File: src/rtl/imm_encode_pkg.sv
// imm_encode_pkg: shared immediate-source codes, FSM states and direct-mode encoder
package imm_encode_pkg;
  typedef enum logic [1:0] {IMM8 = 2'b00, IMM12 = 2'b01, BRANCH = 2'b10, ROT8 = 2'b11} imm_src_t;
  typedef enum logic [1:0] {IDLE, SEARCH, RESP} state_t;
  localparam logic [3:0] ROT_MAX = 4'd15;
  typedef struct packed {
    logic        ok;
    logic [23:0] field;
  } enc_t;
  // Single-cycle encodings; the rotated mode is handled by the search FSM.
  function automatic enc_t encode_direct(input logic [31:0] v, input imm_src_t s);
    enc_t e;
    e.ok = s == IMM8   ? v[31:8] == 24'd0 :
           s == IMM12  ? v[31:12] == 20'd0 :
           s == BRANCH ? v[1:0] == 2'b00 && v[31:25] == {7{v[25]}} : 1'b0;
    e.field = !e.ok       ? 24'd0 :
              s == IMM8   ? {16'd0, v[7:0]} :
              s == IMM12  ? {12'd0, v[11:0]} : v[25:2];
    return e;
  endfunction
endpackage

File: src/rtl/imm_encode_rot_check.sv
// imm_rot_check: tests whether ROL(value, 2*rot) fits in eight bits
module imm_rot_check (
  input  logic [31:0] value,
  input  logic [3:0]  rot,
  output logic        hit,
  output logic [7:0]  imm8
);
  logic [4:0]  sh;
  logic [31:0] t;
  always_comb begin
    sh = {rot, 1'b0};
    for (int i = 0; i < 32; i++) t[i] = value[5'(i) - sh];
    hit = t[31:8] == 24'd0;
    imm8 = t[7:0];
  end
endmodule

File: src/rtl/imm_encode.sv
// imm_encode: inverse of the immediate extender with a multi-cycle rotated-immediate search
module imm_encode
  import imm_encode_pkg::*;
(
  input  logic        clk,
  input  logic        reset,
  input  logic        req_valid,
  output logic        req_ready,
  input  logic [31:0] req_value,
  input  logic [1:0]  req_src,
  output logic        rsp_valid,
  input  logic        rsp_ready,
  output logic [23:0] rsp_field,
  output logic        rsp_ok
);
  state_t      state_q, state_d;
  logic [3:0]  rot_q, rot_d;
  logic [31:0] val_q, val_d;
  logic [23:0] field_q, field_d;
  logic        ok_q, ok_d;
  logic        hit;
  logic [7:0]  imm8;
  enc_t        direct;

  imm_rot_check u_rot (.value(val_q), .rot(rot_q), .hit(hit), .imm8(imm8));

  assign direct    = encode_direct(req_value, imm_src_t'(req_src));
  assign req_ready = state_q == IDLE && !reset;
  assign rsp_valid = state_q == RESP;
  assign rsp_field = field_q;
  assign rsp_ok    = ok_q;

  always_comb begin
    state_d = state_q;
    rot_d = rot_q;
    val_d = val_q;
    field_d = field_q;
    ok_d = ok_q;
    case (state_q)
      IDLE: if (req_valid) begin
        val_d = req_value;
        rot_d = '0;
        state_d = req_src == ROT8 ? SEARCH : RESP;
        field_d = req_src == ROT8 ? field_q : direct.field;
        ok_d = req_src == ROT8 ? ok_q : direct.ok;
      end
      // Rotations are tried in increasing order so the smallest match wins.
      SEARCH: if (hit) begin
        field_d = {12'd0, rot_q, imm8};
        ok_d = 1'b1;
        state_d = RESP;
      end else if (rot_q == ROT_MAX) begin
        field_d = '0;
        ok_d = 1'b0;
        state_d = RESP;
      end else begin
        rot_d = rot_q + 4'd1;
      end
      RESP: state_d = rsp_ready ? IDLE : RESP;
      default: state_d = IDLE;
    endcase
  end

  always_ff @(posedge clk or posedge reset)
    if (reset) begin
      state_q <= IDLE;
      rot_q <= '0;
      val_q <= '0;
      field_q <= '0;
      ok_q <= 1'b0;
    end else begin
      state_q <= state_d;
      rot_q <= rot_d;
      val_q <= val_d;
      field_q <= field_d;
      ok_q <= ok_d;
    end
endmodule
File: config.mk
export PLATFORM = sky130hd
export DESIGN_NAME = imm_encode
export DESIGN_NICKNAME = d
export VERILOG_FILES = /design/src/rtl/imm_encode_pkg.sv /design/src/rtl/imm_encode_rot_check.sv /design/src/rtl/imm_encode.sv
export SDC_FILE = /design/constraint.sdc
export NUM_CORES = 1
export LEC_CHECK = 0
export BUFFER_PORTS_ARGS = -buffer_cell sky130_fd_sc_hd__buf_4
export CAP_MARGIN = 20
export CORE_MARGIN = 5
export CORE_UTILIZATION = 50
export CTS_CLUSTER_DIAMETER = 40
export DETAILED_ROUTE_END_ITERATION = 16
export GPL_TIMING_DRIVEN = 0
export PLACE_DENSITY = 0.73
export SYNTH_ARGS = -nofsm -noshare
export SYNTH_HDL_FRONTEND = slang
export SYNTH_HIERARCHICAL = 1
export SYNTH_SLANG_ARGS = --single-unit
export TNS_END_PERCENT = 5
File: constraint.sdc
create_clock -name clk -period 8.8 [get_ports clk]
set_clock_uncertainty 0.2 [all_clocks]
set_input_delay 0.88 -clock clk [delete_from_list [all_inputs] [get_ports clk]]
set_output_delay 0.88 -clock clk [all_outputs]
set_load 0.05 [all_outputs]
==> results.txt, run 1 <==
Final TNS setup - 0 ps
hold_buf cts - 0
Syn Std Cell Area - 4040 µm²
initial DRC count - 236
share of layout cells above drive strength 1 - 44.0%
register bit total from synthesis - 63
Post-Route WL - 10.5 mm
RSZ-0062 raised after global routing - no
FFs w/ async S/R, synth - 100%
largest net degree at the start of global routing - 40
Starting Density - 51.7%
initial antenna violation count - 0
Worst Path Arrival - 5180 ps
Design Area, Final - 4930 µm²
RePlAce Congestion - 0.900
CP Cell Sequence - buf_2 > buf_2 > inv_1 > ha_1 > buf_4 > clkbuf_1 > mux4_2 > nor3_1 > a21oi_1 > o22ai_1 > nand4_1 > a21oi_2 > nor3b_4 > and2_4 > or3_1 > buf_6 > buf_6 > a22oi_1 > o21ai_1
vias per std cell - 6.30
io pins - 65
critical-path maximum fanout - 10
die width - 99.9 µm
Final min period - 5170 ps
endpoints failing setup - 0
Worst path slowest cell - clkbuf_1
Worst Path Required - 8810 ps
Critical Path Max Stage Delay - 530 ps
core area - 7810 µm²
Sink Count - 63
fill count - 626
first-pass GRT wire length - 17.2 mm
Area growth syn-to-layout - 22.2%
latest clock arrival within the worst-skew pair - 340 ps
total track usage - 22.5%
Nets - 439
die footprint - 9970 µm²
clock root cell - clkbuf_8
worst r2r path cells - 19
Post-synth EDFFs - 0
Placement Rows - 32
clock slew at reported path FFs - 70 ps
VDD IR max - 134 µV
Synth Flop Type - dfrtp_1
H-Tree Depth - 3
CP Launch Type - flop
Synthesized Nets - 363
antenna fix cells - 0
Die Ht - 99.9 µm
Slew Limit Fails - 0
worst-margin pin slew - 665 ps
via count - 3,163
CTS max path bufs - 2
HPWL after DPL - 8.23 mm
PostCTS Resize Cnt - 0
DRC errors left - 0
fmax - 193 MHz
LEAKAGE - 2.05 nW
CP Capture Type - flop
Unique masters post-synth - 41
hold path depth - 2
sequential-to-total area share from yosys stat - 39.1%
status - finished, final reports clean
crit share post-route - 58.7%
Final ANT Viol Nets - 0
HP Class - reg -> reg
total gr overflow - 0
Synth Area per Inst - 12.7 µm²
post-CTS setup buffers - 0
IO buf count - 64
PD cells - 352 nW/µm²
Post-DP Area - 4660 µm²
Slew headroom - 55.7%
Ys Warns - 6
total CTS buffers - 9
CP Class - reg -> reg
CTS tree - yes
Max Cap Viol - 0
First-pass DRT Iterations - 4
Hold Violations, Final - 0
vias in the first global route - 3,269
cell count after synthesis - 319
drt wl/cell - 21.0 µm
==> state kept, by name, indices dropped and copies added, names as in the netlist <==
register,flops
rsp_field,24
rsp_ok,1
rot_q,4
val_q,32
state_q,2
==> cells in the final DEF (no fill, tap or decap), types with 2 or more instances in the layout <==
master	count
xor2_1	2
a21oi_1	14
xnor2_1	4
nor4_1	5
buf_4	67
or3_1	2
buf_2	8
inv_1	4
ha_1	6
clkinv_4	2
buf_6	5
a22o_1	12
nand2_1	10
a22oi_1	17
mux2_2	33
nor3_1	6
o21ai_0	11
nor2_1	19
mux4_2	41
mux2i_1	3
nand3_1	7
clkbuf_1	6
o21ai_1	6
clkbuf_8	9
dfrtp_1	63
bufinv_16	4
nand4_1	4
nor2b_1	11
==> stage by stage <==
stage / setup WS (ps) / power [mW] / hold WS, ps / cells / util [%]
final: 3630 / 1.74 / 307 / 502 / 63.2
after floorplan: 4520 / 1.16 / 328 / 319 / -
after CTS: 3660 / 1.74 / 312 / 502 / 63.2
after global routing: 3340 / 1.84 / 325 / 502 / 63.2
after global placement: 3730 / 1.37 / 278 / 485 / 59.5
after detailed placement: 3680 / 1.39 / 292 / 486 / 59.7
==> cell usage after synthesis (2+ instances only) <==
library cell   n  area (µm²)
nand2_1       10        37.5
mux2i_1        3        30.0
buf_6          5        56.3
a22o_1        12         105
mux2_2        33         372
buf_4          3        22.5
nor4_1         5        31.3
a21oi_1       14        70.1
nand3_1        7        35.0
inv_1          5        18.8
o21ai_0       11        55.1
nand4_1        4        25.0
dfrtp_1       63        1580
nor2_1        19        71.3
nor2b_1       11        68.8
a22oi_1       17         128
mux4_2        41         923
or3_1          2        12.5
o21ai_1        6        30.0
nor3_1         6        30.0
xor2_1         2        17.5
ha_1           6        75.1
buf_2          8        40.0
xnor2_1        4        35.0
clkbuf_1       6        22.5
==> per-layer routing <==
metal,routed length [µm],global-route usage (%),vias to the layer above
met5,0,0,-
met4,299,8.93,0
met3,829,5.14,19
met2,5020,35.5,132
met1,4380,30.3,1613
li1,-,-,1399
==> power breakdown <==
group,switching [mW],internal [mW]
Sequential,0.107,0.373
Combinational,0.425,0.494
Clock,0.121,0.218
Total,0.653,1.09
==> cells by family (layout without fill, tap and decap cells) <==
| group | count (synthesis) | after routing | synth area share (%) |
|---|---|---|---|
| muxes | 78 | 78 | 33.5 |
| and+or+nand+nor | 74 | 74 | 9.92 |
| AOI/OAI and AO/OA | 64 | 64 | 10.3 |
| DFF | 63 | 63 | 39.1 |
| buffers and inverters | 28 | 109 | 4.06 |
| adders and majority gates | 6 | 6 | 1.86 |
| xor gates and xnor gates | 6 | 6 | 1.30 |
==> worst max-delay path, delay by kind of cell (launching register included) <==
kind	cells	cell delay [ps]
buffers and inverters	7	1810
muxes	1	460
DFF	1	510
AOI/OAI and AO/OA	5	800
and+or+nand+nor	5	970
adders and majority gates	1	290
==> area by class of cell <==
type	instances	area [µm²]	share of cell area, %
multi-input combinational	228	2300	46.5
inverter	5	18.8	0.380
buffer	23	145	2.94
clock inverter	7	145	2.94
sequential	63	1580	32.0
tap	102	128	2.59
clock buffer	9	124	2.51
timing repair buffer	65	500	10.1
==> final timing paths <==
| check | from | endpoint | slack, ps |
|---|---|---|---|
| min in group asynchronous | reset | rsp_field[8] | 410 |
| worst min register to register | rsp_ok | rsp_ok | 310 |
| worst min-delay path | rsp_ok | rsp_ok | 310 |
| worst max-delay path | rot_q[1] | rsp_field[4] | 3630 |
| max in group asynchronous | reset | val_q[20] | 7400 |
| worst max register to register | rot_q[1] | rsp_field[4] | 3630 |
No activity file was read; power rests on OpenSTA's default activity.
==> inputs of run 2 (changes only) <==
--- a/config.mk
+++ b/config.mk
@@ -5,6 +5,7 @@
 export SDC_FILE = /design/constraint.sdc
 export NUM_CORES = 1
 export LEC_CHECK = 0
+export ABC_AREA = 1
 export BUFFER_PORTS_ARGS = -buffer_cell sky130_fd_sc_hd__buf_4
 export CAP_MARGIN = 20
 export CORE_MARGIN = 5
@@ -12,7 +13,7 @@
 export CTS_CLUSTER_DIAMETER = 40
 export DETAILED_ROUTE_END_ITERATION = 16
 export GPL_TIMING_DRIVEN = 0
-export PLACE_DENSITY = 0.73
+export PLACE_DENSITY = 0.72
 export SYNTH_ARGS = -nofsm -noshare
 export SYNTH_HDL_FRONTEND = slang
 export SYNTH_HIERARCHICAL = 1
==> constraint.sdc (replaced) <==
create_clock -name clk -period 5.2 [get_ports clk]
set_clock_uncertainty 0.2 [all_clocks]
set_input_delay 0.52 -clock clk [delete_from_list [all_inputs] [get_ports clk]]
set_output_delay 0.52 -clock clk [all_outputs]
set_load 0.05 [all_outputs]
==> results.txt, run 2 <==
CP Launch Type - flop
Post-DP Area - 5340 µm² (+15%)
Final TNS setup - 0 ps (unchanged)
Synthesized Nets - 779 (+110%)
H-Tree Depth - 3 (unchanged)
Critical Path Max Stage Delay - 600 ps (+70 ps)
FFs w/ async S/R, synth - 100% (unchanged)
Nets - 854 (+95%)
Cells after DPL - 907 (+87%)
core area - 9200 µm² (+18%)
io pins - 65 (unchanged)
R2R setup slack - 940 ps (-2690 ps)
CP most frequent cell - nand2_1
total CTS buffers - 9 (unchanged)
endpoints failing setup - 0 (unchanged)
initial antenna violation count - 0 (unchanged)
hold_buf cts - 0 (unchanged)
CP top delay family - buffers and inverters
first-pass GRT wire length - 24.1 mm (+40%)
largest net degree at the start of global routing - 35 (-13%)
Placement Rows - 35 (+9.4%)
latest clock arrival within the worst-skew pair - 330 ps (about the same)
CP Class - reg -> reg
Design Area, Final - 5510 µm² (+12%)
Unique masters post-synth - 35 (-15%)
Finished Core Util - 60.0% (-3.2 points)
most frequent cells in the layout - 302 x nand2_1, 113 x nand3_1, 66 x buf_4
sum of buffers and inverters on the critical path - 8 (+1)
HP Class - in -> async
Die Ht - 107 µm (+7.2%)
share of layout cells above drive strength 1 - 15.3% (-29 points)
drt wl/cell - 15.7 µm (-25%)
Synth Flop Type - dfrtp_1
post-route insts no fill - 923 (+84%)
First-pass DRT Iterations - 5 (+1)
share of the synthesized area in the top cell type - 33.5% (-5.6 points)
Worst Slack Setup Final - 938 ps (-2690 ps)
RePlAce Congestion - 0.941 (+4.6%)
largest reg by FF count - val_q
dpl ws - 998 ps (-2690 ps)
PD cells - 634 nW/µm² (+80%)
LEAKAGE - 2.89 nW (+41%)
Ys Warns - 6 (unchanged)
total gr overflow - 0 (unchanged)
Synth Area per Inst - 6.43 µm² (-49%)
total track usage - 26.4% (+4.0 points)
IO buf count - 63 (-1.6%)
status - finished, final reports clean
CTS max path bufs - 2 (unchanged)
crit share post-route - 82.0% (+23 points)
Worst Hold Slack - 90.3 ps (-217 ps)
cell count after synthesis - 732 (+130%)
initial DRC count - 328 (+39%)
RSZ-0062 raised after global routing - no
Final min period - 4260 ps (-906 ps)
vias in the first global route - 4,874 (+49%)
max reg flops - 32 (unchanged)
antenna fix cells - 0 (unchanged)
DRC errors left - 0 (unchanged)
area leader, netlist - dfrtp_1
Sink Count - 63 (unchanged)
VDD IR max - 307 µV (+130%)
Slew Limit Fails - 0 (unchanged)
clock root cell - clkbuf_8
Final ANT Viol Nets - 0 (unchanged)
post-CTS setup buffers - 0 (unchanged)
die footprint - 11,500 µm² (+15%)
PostCTS Resize Cnt - 0 (unchanged)
via count - 5,096 (+61%)
reg2reg start - rot_q[1]
CP Capture Type - flop
Max Cap Viol - 0 (unchanged)
Worst path slowest cell - dfrtp_1
total power - 3.49 mW (+100%)
Hold Violations, Final - 0 (unchanged)
Worst Path Required - 5220 ps (-3590 ps)
most common cell in the netlist - nand2_1
clock slew at reported path FFs - 80 ps (about the same)
worst-margin pin slew - 660 ps (-4.57 ps)
most common library cell in the layout ignoring fill and taps - nand2_1
Area growth syn-to-layout - 17.1%
vias per std cell - 5.52 (-12%)
Post-Route WL - 14.5 mm (+38%)
Starting Density - 51.2% (-0.49 points)
register bit total from synthesis - 63 (unchanged)
worst r2r path cells - 25 (+6)
CTS tree - yes
fmax - 235 MHz (+21%)
Syn Std Cell Area - 4710 µm² (+17%)
top post-synthesis cells by count - 302 x nand2_1, 113 x nand3_1, 63 x dfrtp_1, 49 x o21ai_0, 44 x inv_1
sequential-to-total area share from yosys stat - 33.5% (-5.6 points)
Area contributors post-synth - dfrtp_1 33%, nand2_1 24%, nand3_1 12%
critical-path maximum fanout - 13 (+3)
Worst Path Arrival - 4280 ps (-900 ps)
Post-synth EDFFs - 0 (unchanged)
Crit Reg-Reg Endpoint - rsp_field[6]
Slew headroom - 55.9% (+0.24 points)
HPWL after DPL - 11.8 mm (+43%)
die width - 107 µm (+7.2%)
run 2: changes by cell type in the layout (fill, tap and decap cells not counted), moves of 10 or more:
| cell | previous run | this run |
|---|---|---|
| nor2_1 | 19 | 29 |
| inv_1 | 4 | 43 |
| a21oi_1 | 14 | 27 |
| nand2_1 | 10 | 302 |
| a22o_1 | 12 | 0 |
| mux4_2 | 41 | 0 |
| nor2b_1 | 11 | 0 |
| mux2_2 | 33 | 0 |
| nand3_1 | 7 | 113 |
| o21ai_0 | 11 | 49 |
| a22oi_1 | 17 | 0 |
run 2: cell families after synthesis:
group	share of synthesized area, %
AOI/OAI and AO/OA	9.25
xor gates and xnor gates	2.42
adders and majority gates	2.39
buffers and inverters	9.30
DFF	33.5
and+or+nand+nor	43.2
run 2: power by group:
group          internal (mW)  switching [mW]  leakage (nW)  total (mW)
registers              0.675           0.177         0.801       0.852
logic                  0.743            1.52          2.01        2.26
clock network          0.172           0.206        0.0776       0.378
total                   1.59            1.90          2.89        3.49
run 2: routing by layer:
metal,vias to the layer above,GRT usage [%],wire length (µm)
li1,2514,-,-
met1,2344,35.1,6260
met2,193,42.0,6630
met3,45,4.09,903
met4,0,12.9,710
met5,-,0,0
run 2: cell type report:
type	count	area, µm²
Fill cell	880	3680
Multi-Input combinational cell	578	2700
Sequential cell	63	1580
Timing Repair Buffer	64	493
Inverter	61	239
Buffer	30	199
Tap cell	111	139
Clock buffer	9	124
Clock inverter	7	48.8
run 2: worst max path at each step:
stage / from / slack, ps / endpoint / cells after the start
finish: rot_q[1] / 940 / rsp_field[6] / 25
global route: rot_q[1] / 610 / rsp_field[0] / 27
CTS: rot_q[1] / 990 / rsp_field[6] / 25
detailed placement: rot_q[1] / 1000 / rsp_field[6] / 25
global placement: rot_q[1] / 1090 / rsp_field[7] / 25
floorplan: rot_q[1] / 1950 / rsp_field[9] / 27
==> inputs of run 3 (changes only) <==
==> constraint.sdc (replaced) <==
create_clock -name clk -period 4.1 [get_ports clk]
set_clock_uncertainty 0.2 [all_clocks]
set_input_delay 0.41 -clock clk [delete_from_list [all_inputs] [get_ports clk]]
set_output_delay 0.41 -clock clk [all_outputs]
set_load 0.05 [all_outputs]
==> results.txt, run 3 (synthesis results as in run 2) <==
first-pass GRT wire length - 24.1 mm (unchanged)
CTS tree - yes
DRC errors left - 0 (unchanged)
core area - 9200 µm² (unchanged)
Post-Route WL - 14.6 mm (+0.98%)
initial antenna violation count - 0 (unchanged)
initial DRC count - 311 (-5.2%)
total power - 4.46 mW (+28%)
share of layout cells above drive strength 1 - 15.7% (+0.45 points)
met2 Use GR - 42.0% (unchanged)
violated checks - negative hold slack
Worst Path Required - 4120 ps (-1100 ps)
dpl ws - -102 ps (-1100 ps)
Final ANT Viol Nets - 0 (unchanged)
critical-path maximum fanout - 13 (unchanged)
vias per std cell - 5.52 (about the same)
busiest layer in global routing - met2
Sink Count - 63 (unchanged)
First-pass DRT Iterations - 5 (unchanged)
RePlAce Congestion - 0.941 (unchanged)
Post-DP Area - 5340 µm² (unchanged)
Worst Slack Setup Final - 231 ps (-706 ps)
clock root cell - clkbuf_8
crit share post-route - 94.4% (+12 points)
Nets - 856 (+0.23%)
IO buf count - 63 (unchanged)
largest net degree at the start of global routing - 35 (unchanged)
total CTS buffers - 9 (unchanged)
Worst Hold Slack - -22.1 ps (-112 ps)
Worst Path Arrival - 3890 ps (-390 ps)
Crit Reg-Reg Endpoint - rsp_field[6]
Area growth syn-to-layout - 17.8%
met3 usage - 4.09% (unchanged)
status - finished with violations
Die Ht - 107 µm (unchanged)
max reg flops - 32 (unchanged)
CP Capture Type - flop
most common library cell in the layout ignoring fill and taps - nand2_1
CP Class - reg -> reg
CTS max path bufs - 2 (unchanged)
worst r2r path cells - 24 (-4.0%)
die width - 107 µm (unchanged)
endpoints failing setup - 0 (unchanged)
fmax - 258 MHz (+10%)
clock slew at reported path FFs - 80 ps (about the same)
R2R setup slack - 230 ps (-710 ps)
Final TNS setup - 0 ps (unchanged)
CP Launch Type - flop
PD cells - 804 nW/µm² (+27%)
Finished Core Util - 60.3% (+0.38 points)
most frequent cells in the layout - 302 x nand2_1, 113 x nand3_1, 67 x buf_4
post-route insts no fill - 925 (+0.22%)
Hold Violations, Final - 29 (+29)
latest clock arrival within the worst-skew pair - 340 ps (about the same)
HP Class - in -> async
vias in the first global route - 4,874 (unchanged)
worst-margin pin slew - 660 ps (-0.133 ps)
hold_buf cts - 0 (unchanged)
Slew headroom - 55.9% (about the same)
Max Cap Viol - 0 (unchanged)
io pins - 65 (unchanged)
die footprint - 11,500 µm² (unchanged)
HPWL after DPL - 11.8 mm (unchanged)
VDD IR max - 390 µV (+27%)
largest reg by FF count - val_q
via count - 5,104 (+0.16%)
LEAKAGE - 2.90 nW (+0.44%)
Design Area, Final - 5550 µm² (+0.64%)
antenna fix cells - 0 (unchanged)
met1 Use GR - 35.1% (unchanged)
Cells after DPL - 907 (unchanged)
Final min period - 3870 ps (-394 ps)
total track usage - 26.4% (unchanged)
reg2reg start - rot_q[1]
Starting Density - 51.2% (unchanged)
drt wl/cell - 15.8 µm (+0.76%)
Slew Limit Fails - 0 (unchanged)
RSZ-0062 raised after global routing - no
H-Tree Depth - 3 (unchanged)
total gr overflow - 0 (unchanged)
Placement Rows - 35 (unchanged)
==> run 3: cell count changes in the layout (fill, tap and decap cells not counted), sizes merged <==
cell  before  now
buf       87   89
==> run 3: how the worst max path moves through the flow <==
stage                        start           end  cells past startpoint
after floorplan           rot_q[1]  rsp_field[9]                     27
after global placement    rot_q[1]  rsp_field[7]                     25
after detailed placement  rot_q[1]  rsp_field[6]                     25
after CTS                 rot_q[1]  rsp_field[6]                     25
after global routing      rot_q[1]  rsp_field[0]                     26
final                     rot_q[1]  rsp_field[6]                     24
==> run 3: cell type report <==
| class | count | area (µm²) |
|---|---|---|
| Fill cell | 882 | 3650 |
| Multi-Input combinational cell | 578 | 2700 |
| Sequential cell | 63 | 1580 |
| Timing Repair Buffer | 66 | 508 |
| Inverter | 61 | 244 |
| Buffer | 30 | 206 |
| Tap cell | 111 | 139 |
| Clock buffer | 9 | 124 |
| Clock inverter | 7 | 48.8 |
==> run 3: layer usage <==
metal	vias up	wire, µm	part of all wire [%]
met3	43	825	5.6
met5	-	0	0
met1	2341	6430	44
met2	200	6690	46
li1	2520	-	-
met4	0	701	4.8
==> run 3: where the power goes <==
part	internal [mW]	total [mW]	switching [mW]	leakage [nW]
Clock	0.219	0.482	0.264	0.0776
Combinational	0.955	2.90	1.94	2.03
Sequential	0.858	1.08	0.223	0.799
==> run 3: worst max-delay path, cell delays in order (launching register included) <==
cell and delay [ps]:
dfrtp_2 390, buf_2 230, inv_4 90, buf_8 160
ha_1 290, buf_6 130, buf_2 240, nand3_1 110
nand2_1 130, nand2_1 70, nand2_1 90, nand3_1 70
nand2_1 110, nand2_1 60, nor2_1 100, nand2_1 100
nor2_4 150, inv_1 90, nand3_2 110, nand2_2 70
nor2_4 110, nand2_4 100, buf_2 210, a21oi_1 230
a21oi_1 120
==> run 3: what timing repair did <==
item,CTS,global route
buffers inserted,0,2
gates resized for setup,1,6
endpoints found under the setup margin,15,25
pin swaps,0,0
